--- src/rtl/lc3_button_ctrl.sv ---
`default_nettype none
// ============================================================================
// Module      : lc3_button_ctrl
// Description : LC-3 front-panel Run/Continue responder. Each button goes
//               through a synchronizer and a debounce filter. A press that
//               survives the filter becomes a one-cycle Start or Resume
//               pulse, depending on where the run-state FSM is.
// Revision    : 1.0 - initial release
// ============================================================================
module lc3_button_ctrl #(
    parameter int DEBOUNCE_CYCLES = 1
) (
    input  logic       Clk,
    input  logic       Reset,
    input  logic       Run_n,
    input  logic       Continue_n,
    input  logic       Pause_req,
    input  logic       Halt,
    output logic       Start,
    output logic       Resume,
    output logic       Running,
    output logic       Paused,
    output logic [1:0] State
);

    localparam int                 c_CNT_W  = $clog2(DEBOUNCE_CYCLES + 1);
    // The counter value at which one more differing sample is accepted.
    localparam logic [c_CNT_W-1:0] c_ACCEPT = c_CNT_W'(DEBOUNCE_CYCLES - 1);

    typedef enum logic [1:0] {
        ST_IDLE     = 2'b00,
        ST_RUNNING  = 2'b01,
        ST_PAUSED   = 2'b10,
        ST_RESUMING = 2'b11
    } state_t;

    // Bit 0 is Run, bit 1 is Continue.
    logic [1:0] w_raw;
    logic [1:0] w_press;
    logic       r_live;

    assign w_raw = {Continue_n, Run_n};

    // r_live goes high on the first edge after reset. From then on, sync
    // stage 1 holds a real sample, so a button held through reset cannot
    // arm its channel.
    always_ff @(posedge Clk) begin
        if (Reset) begin
            r_live <= 1'b0;
        end else begin
            r_live <= 1'b1;
        end
    end

    for (genvar i = 0; i < 2; i++) begin : g_btn
        logic               r_sync1;
        logic               r_sync2;
        logic               r_deb;
        logic               r_armed;
        logic [c_CNT_W-1:0] r_cnt;
        logic               w_accept;

        // The debounced level flips on the edge that sees the
        // DEBOUNCE_CYCLES-th consecutive differing sample.
        assign w_accept   = (r_sync2 != r_deb) && (r_cnt == c_ACCEPT);
        assign w_press[i] = w_accept && !r_sync2 && r_armed;

        // Synchronizer, debounce counter and debounced level.
        always_ff @(posedge Clk) begin
            if (Reset) begin
                r_sync1 <= 1'b1;
                r_sync2 <= 1'b1;
                r_deb   <= 1'b1;
                r_cnt   <= '0;
            end else begin
                r_sync1 <= w_raw[i];
                r_sync2 <= r_sync1;
                if (r_sync2 != r_deb) begin
                    if (w_accept) begin
                        r_deb <= r_sync2;
                        r_cnt <= '0;
                    end else begin
                        r_cnt <= r_cnt + 1'b1;
                    end
                end else begin
                    r_cnt <= '0;
                end
            end
        end

        // The armed flag allows one event per press. It re-arms only after
        // a real release.
        always_ff @(posedge Clk) begin
            if (Reset) begin
                r_armed <= 1'b0;
            end else if (w_press[i]) begin
                r_armed <= 1'b0;
            end else if (r_live && r_deb && r_sync1) begin
                r_armed <= 1'b1;
            end
        end
    end

    state_t r_state;
    state_t w_state_nxt;
    logic   r_start;
    logic   r_resume;
    logic   w_start_nxt;
    logic   w_resume_nxt;

    // Next-state and pulse decode. Halt outranks pause and press events
    // everywhere except IDLE. Any press that is not used here is lost.
    always_comb begin
        w_state_nxt  = r_state;
        w_start_nxt  = 1'b0;
        w_resume_nxt = 1'b0;
        case (r_state)
            ST_IDLE: begin
                if (w_press[0]) begin
                    w_start_nxt = 1'b1;
                    w_state_nxt = ST_RUNNING;
                end
            end
            ST_RUNNING: begin
                if (Halt) begin
                    w_state_nxt = ST_IDLE;
                end else if (Pause_req) begin
                    w_state_nxt = ST_PAUSED;
                end
            end
            ST_PAUSED: begin
                if (Halt) begin
                    w_state_nxt = ST_IDLE;
                end else if (w_press[1]) begin
                    w_resume_nxt = 1'b1;
                    w_state_nxt  = ST_RESUMING;
                end
            end
            ST_RESUMING: begin
                if (Halt) begin
                    w_state_nxt = ST_IDLE;
                end else if (!Pause_req) begin
                    w_state_nxt = ST_RUNNING;
                end
            end
            default: begin
                w_state_nxt = ST_IDLE;
            end
        endcase
    end

    // State register and registered command pulses.
    always_ff @(posedge Clk) begin
        if (Reset) begin
            r_state  <= ST_IDLE;
            r_start  <= 1'b0;
            r_resume <= 1'b0;
        end else begin
            r_state  <= w_state_nxt;
            r_start  <= w_start_nxt;
            r_resume <= w_resume_nxt;
        end
    end

    assign State   = r_state;
    assign Start   = r_start;
    assign Resume  = r_resume;
    assign Running = (r_state == ST_RUNNING) || (r_state == ST_RESUMING);
    assign Paused  = (r_state == ST_PAUSED);

endmodule
`default_nettype wire
--- config.mk ---
export PLATFORM = sky130hd
export DESIGN_NAME = lc3_button_ctrl
export DESIGN_NICKNAME = d
export VERILOG_FILES = /design/src/rtl/lc3_button_ctrl.sv
export SDC_FILE = /design/constraint.sdc
export NUM_CORES = 1
export LEC_CHECK = 0
export CORE_AREA = 2 2 39 41
export CTS_BUF_LIST = sky130_fd_sc_hd__clkbuf_4
export CTS_CLUSTER_SIZE = 24
export DETAILED_ROUTE_END_ITERATION = 7
export DIE_AREA = 0 0 41 43
export PLACE_DENSITY = 0.68
export SLEW_MARGIN = 10
export SYNTH_ARGS = -nofsm -noshare
export SYNTH_HDL_FRONTEND = slang
export SYNTH_SLANG_ARGS = --single-unit
--- constraint.sdc ---
create_clock -name Clk -period 2.7 [get_ports Clk]
set_clock_uncertainty 0.1 [all_clocks]
set_input_delay 0.675 -clock Clk [delete_from_list [all_inputs] [get_ports Clk]]
set_output_delay 0.675 -clock Clk [all_outputs]
set_load 0.01 [all_outputs]
# == Word-level counts from Yosys, hierarchy flattened ==
# Index checks and enable logic that the tools add are counted.
# op_classes
n_addsub,2
muxes,11
n_bitwise,6
n_reduce_logical,23
eq_ne,9
# op_table
operator,n
two-way mux 2 bit,7
logical AND 1 bit,10
OR reduction 3 bit,3
one-hot mux 2 bit (4 select lines),1
!= test 3 bit (second input constant),2
NOT 1 bit,6
OR reduction 2 bit,3
equality test 2 bit (second input constant),2
AND reduction 2 bit,2
AND reduction 4 bit,1
two-way mux 1 bit,3
!= test 3 x 2 -> 1 bit (second input constant),1
adder 1 bit (second input constant),2
equality test 2 x 1 -> 1 bit (second input constant),1
logical NOT 1 bit,2
logical NOT 2 bit,1
!= test 1 bit,2
!= test 2 bit (second input constant),1
logical OR 1 bit,1
# word_totals
regBits,15
wordCells,65

# == Longest topological paths before layout ==
# logic_depth
ltp_word,7
ltp_mapped,3

# == Worst setup path before layout ==
# Ideal clock, no wire load.
# synth_timing
path_kind,reg-to-output
start,register r_state[0] (netlist: State[0])
end,output port Paused
arrival_ns,0.713
t_required_ns,1.925
path_stages_with_launch,3
n_path_buf,0
path_slack_ns,1.212
cell_sequence,dfxtp_1 > nand2b_1 > inv_1
# synth_between
elab_chain_len,1
# synth_rtl
element,line,source
start: declaration,104,state_t r_state;
start signal: assignment,159,r_state <= w_state_nxt;
equality test 2 bit,169,assign Paused = (r_state == ST_PAUSED);
end: declaration,22,"output logic Paused,"
# Every way passes these cells.

# == Final worst setup path ==
# Ends and elaborated chain as after synthesis.

==> results.txt <==
The number of iterations in the first detailed-routing pass is 2. The post-CTS resize count came out at 0. Using the TritonRoute via totals, the vias-per-cell ratio works out to 4.78. The number of global-route vias before repair is around 290. The cell area after layout came out at 654 um^2. The standby leakage power is approximately 0.26 nW. The count of final hold-check violations came out at 0.

No sink is reached through more buffers than the 2 on the longest clock path. The biggest area consumer among synthesized cells is sky130_fd_sc_hd__dfxtp_1. The worst path uses 82.3% of the clock period. The final antenna-violating net count is 0. The worst path meets setup with 477 ps of slack.

The die outline area came out at 0.00176 mm^2. The shortest period the worst path allows is 2220 ps. CTS placed an instance of sky130_fd_sc_hd__clkbuf_4 at the clock tree root.

STA classifies the critical path startpoint as a flop. Cell internal power was estimated by the tool at 0.312 mW. The sequential cell area fraction in the yosys report is 59.4%. Registers take 300 um^2. For this run, the post-layout net count is 65. The final layout contains routed wiring with a total length of about 700 um.

Of the total power, the clock network draws around a third. The total setup buffers inserted after CTS came out at 0. The all-layer global routing usage came out at 10.0%.

The fill cell total of the finished layout is roughly 140. The proportion of total power due to net switching is 20.0%. The reported max-cap violation count came out at 0. Of all nets on the critical path, the largest fanout is 7. In this run, the number of DRC markers left after iteration 0 of detailed routing was 1.

The top-level I/O count is 12. The number of rows in the core area is 14. The maximum level of the CTS H-tree came out at 1. The count of placed standard cells in the final layout, fillers left out came out at 74.

The run finished with clean final reports. The DRC violation count after routing came out at 0. At the later pin of the worst-skew pair, clock insertion delay measures between 200 and 300 ps.

The first global-routing pass estimated 1090 um of wire. The width of the die came out at 41 um. For this run, the top clock speed supported by timing is 0.450 GHz.

The number of clock buffers inserted by TritonCTS came out at 3. The share of cells above drive strength 1 is 19.0%. The area of the core came out at 0.00138 mm^2. The synthesized netlist cell count came out at 44. In this run the power density over the cells is 596 mW/mm^2. The average instance area after synthesis is 11.5 um^2. The fraction of power consumed by sequential logic came out at 60.2%.

The flop and latch count out of synthesis came out at 15. The data required time at the worst endpoint came out at 1920 ps. In the final routed layout, each cell accounts on average for about 9.6 um. The cell area reported after detailed placement is 624 um^2.

The synthesis warning total is 0. TritonCTS built the clock tree. The worst path arrival time came out at 1450 ps. The critical path is of the flop to output pin type. The power spent charging and discharging nets is 0.0778 mW. Setup repair after global routing left no endpoint under its margin.

The cell area that synthesis handed to floorplanning was slightly above 500 um^2. Prior to clock tree synthesis, the placed netlist has a worst setup slack of 776 ps. The area fraction of the dominant cell type after synthesis is 59.4%. The nature of the critical path endpoint is an output pin. The signed area change from the synthesized netlist to the final layout is 29.5%. The total via count in the routed design came out at 354. The worst register-to-register path has a setup slack of about 1600 ps. For this configuration, the core starts out at a cell density of 36.5%. The clock transition at the registers of the reported paths is 80 ps. The number of hold-repair buffers added at the cts stage is 0. The worst hold path belongs to the class flop to flop. The post-detailed-placement half-perimeter wirelength came out at 508 um.

The initial antenna violation count came out at 0. The final number of setup-violating endpoints came out at 0. The routability congestion estimate came out at approximately 0.70. Yosys attributes the largest share of cell area to sky130_fd_sc_hd__dfxtp_1, sky130_fd_sc_hd__or2_2, sky130_fd_sc_hd__mux2i_1. Entering global routing, the biggest net connects 12 pins.

The total instance count after detailed placement is 70. From bottom edge to top edge, the die measures 43 um. The clock sink count came out at 15. The post-synthesis cell type count came out at 19. The worst-case IR drop observed on VDD is ~0.27 mV.

The repair_antennas step left the layout with diodes totalling 0. Summing all multi-input logic gate instances after layout gives 186 um^2. For the final routed database, the setup TNS stands at 0 ps.

The number of buffers added on ports came out at 11. Summed over all layers, the global routing overflow is 0. The count of final max-slew check failures is 0. The share of total power in combinational logic came out at 5.9%.
-- kinds of logic after synthesis --
group / Yosys count / share of synthesized area (%)
flip-flops: 15 / 59.4
AO/OA/AOI/OAI: 4 / 5.69
multiplexers: 2 / 3.96
other: 1 / 0.742
buffers and inverters: 4 / 4.46
AND/OR/NAND/NOR: 18 / 25.7
-- critical path, stage by stage, from the launching register on --
cell and delay (ps):
sky130_fd_sc_hd__dfxtp_1 360, sky130_fd_sc_hd__nand2b_1 220, sky130_fd_sc_hd__inv_1 70, sky130_fd_sc_hd__clkdlybuf4s50_1 520
-- metrics by stage --
step	util (%)	hold slack, ps	power, mW
finish	47.3	348	0.390
floorplan	-	315	0.253
detailed placement	45.1	331	0.263
global route	47.3	366	0.410
global placement	45.1	332	0.263
CTS	47.3	352	0.400
-- path summary, 6_finish.rpt --
path,from,to,depth (start not counted)
worst min-delay path,g_btn[1].r_sync1,g_btn[1].r_sync2,1
worst max register to register,g_btn[0].r_cnt,State[0],3
worst min register to register,g_btn[1].r_sync1,g_btn[1].r_sync2,1
worst max-delay path,State[0],Paused,3
-- cell usage after synthesis (all sizes together) --
master	count
nand2b	1
nor2b	1
inv	2
clkbuf	1
nor3	4
or2	4
dfxtp	15
a211oi	1
nor4b	2
o22a	1
a31oi	2
buf	1
conb	1
and4bb	2
mux2i	2
nor4	1
nand2	3
-- routing by layer --
layer | up-vias | global-route usage (%) | wire length [um]
li1 | 179 | - | -
met1 | 161 | 11.2 | 332
met2 | 12 | 12.8 | 314
met3 | 2 | 3.14 | 55
met4 | 0 | 12.0 | 10
met5 | - | 0 | 0
-- power by group through the flow --
stage,Sequential [mW],Clock [mW],Combinational (mW)
finish,0.235,0.132,0.0232
floorplan,0.239,0,0.0137
global route,0.236,0.149,0.0257
global placement,0.240,0,0.0231
detailed placement,0.240,0,0.0234
CTS,0.235,0.142,0.0235
-- placed cells by master, fill, tap and decap left out, drive strengths merged, types with 3 or more instances in the layout --
cell type      synthesis  routed
dfxtp                 15      15
clkdlybuf4s50          0      11
nor3                   4       4
or2                    4       4
clkbuf                 1       4
nand2                  3       3
-- flip-flops by register name, summed over array words and instances (netlist names) --
signal and count:
g_btn.r_armed 2, g_btn.r_sync2 2, Resume 1, g_btn.r_sync1 2
Start 1, r_live 1, g_btn.r_cnt 2, g_btn.r_deb 2
State 2
-- cell type report --
cell class,count,area share [%]
sequential,15,45.9
multi-input combinational,26,28.5
timing repair buffer,11,16.8
clock buffer,4,4.59
tap,16,3.06
inverter,2,1.15
Note: power is estimated with default switching activity, not from simulation.
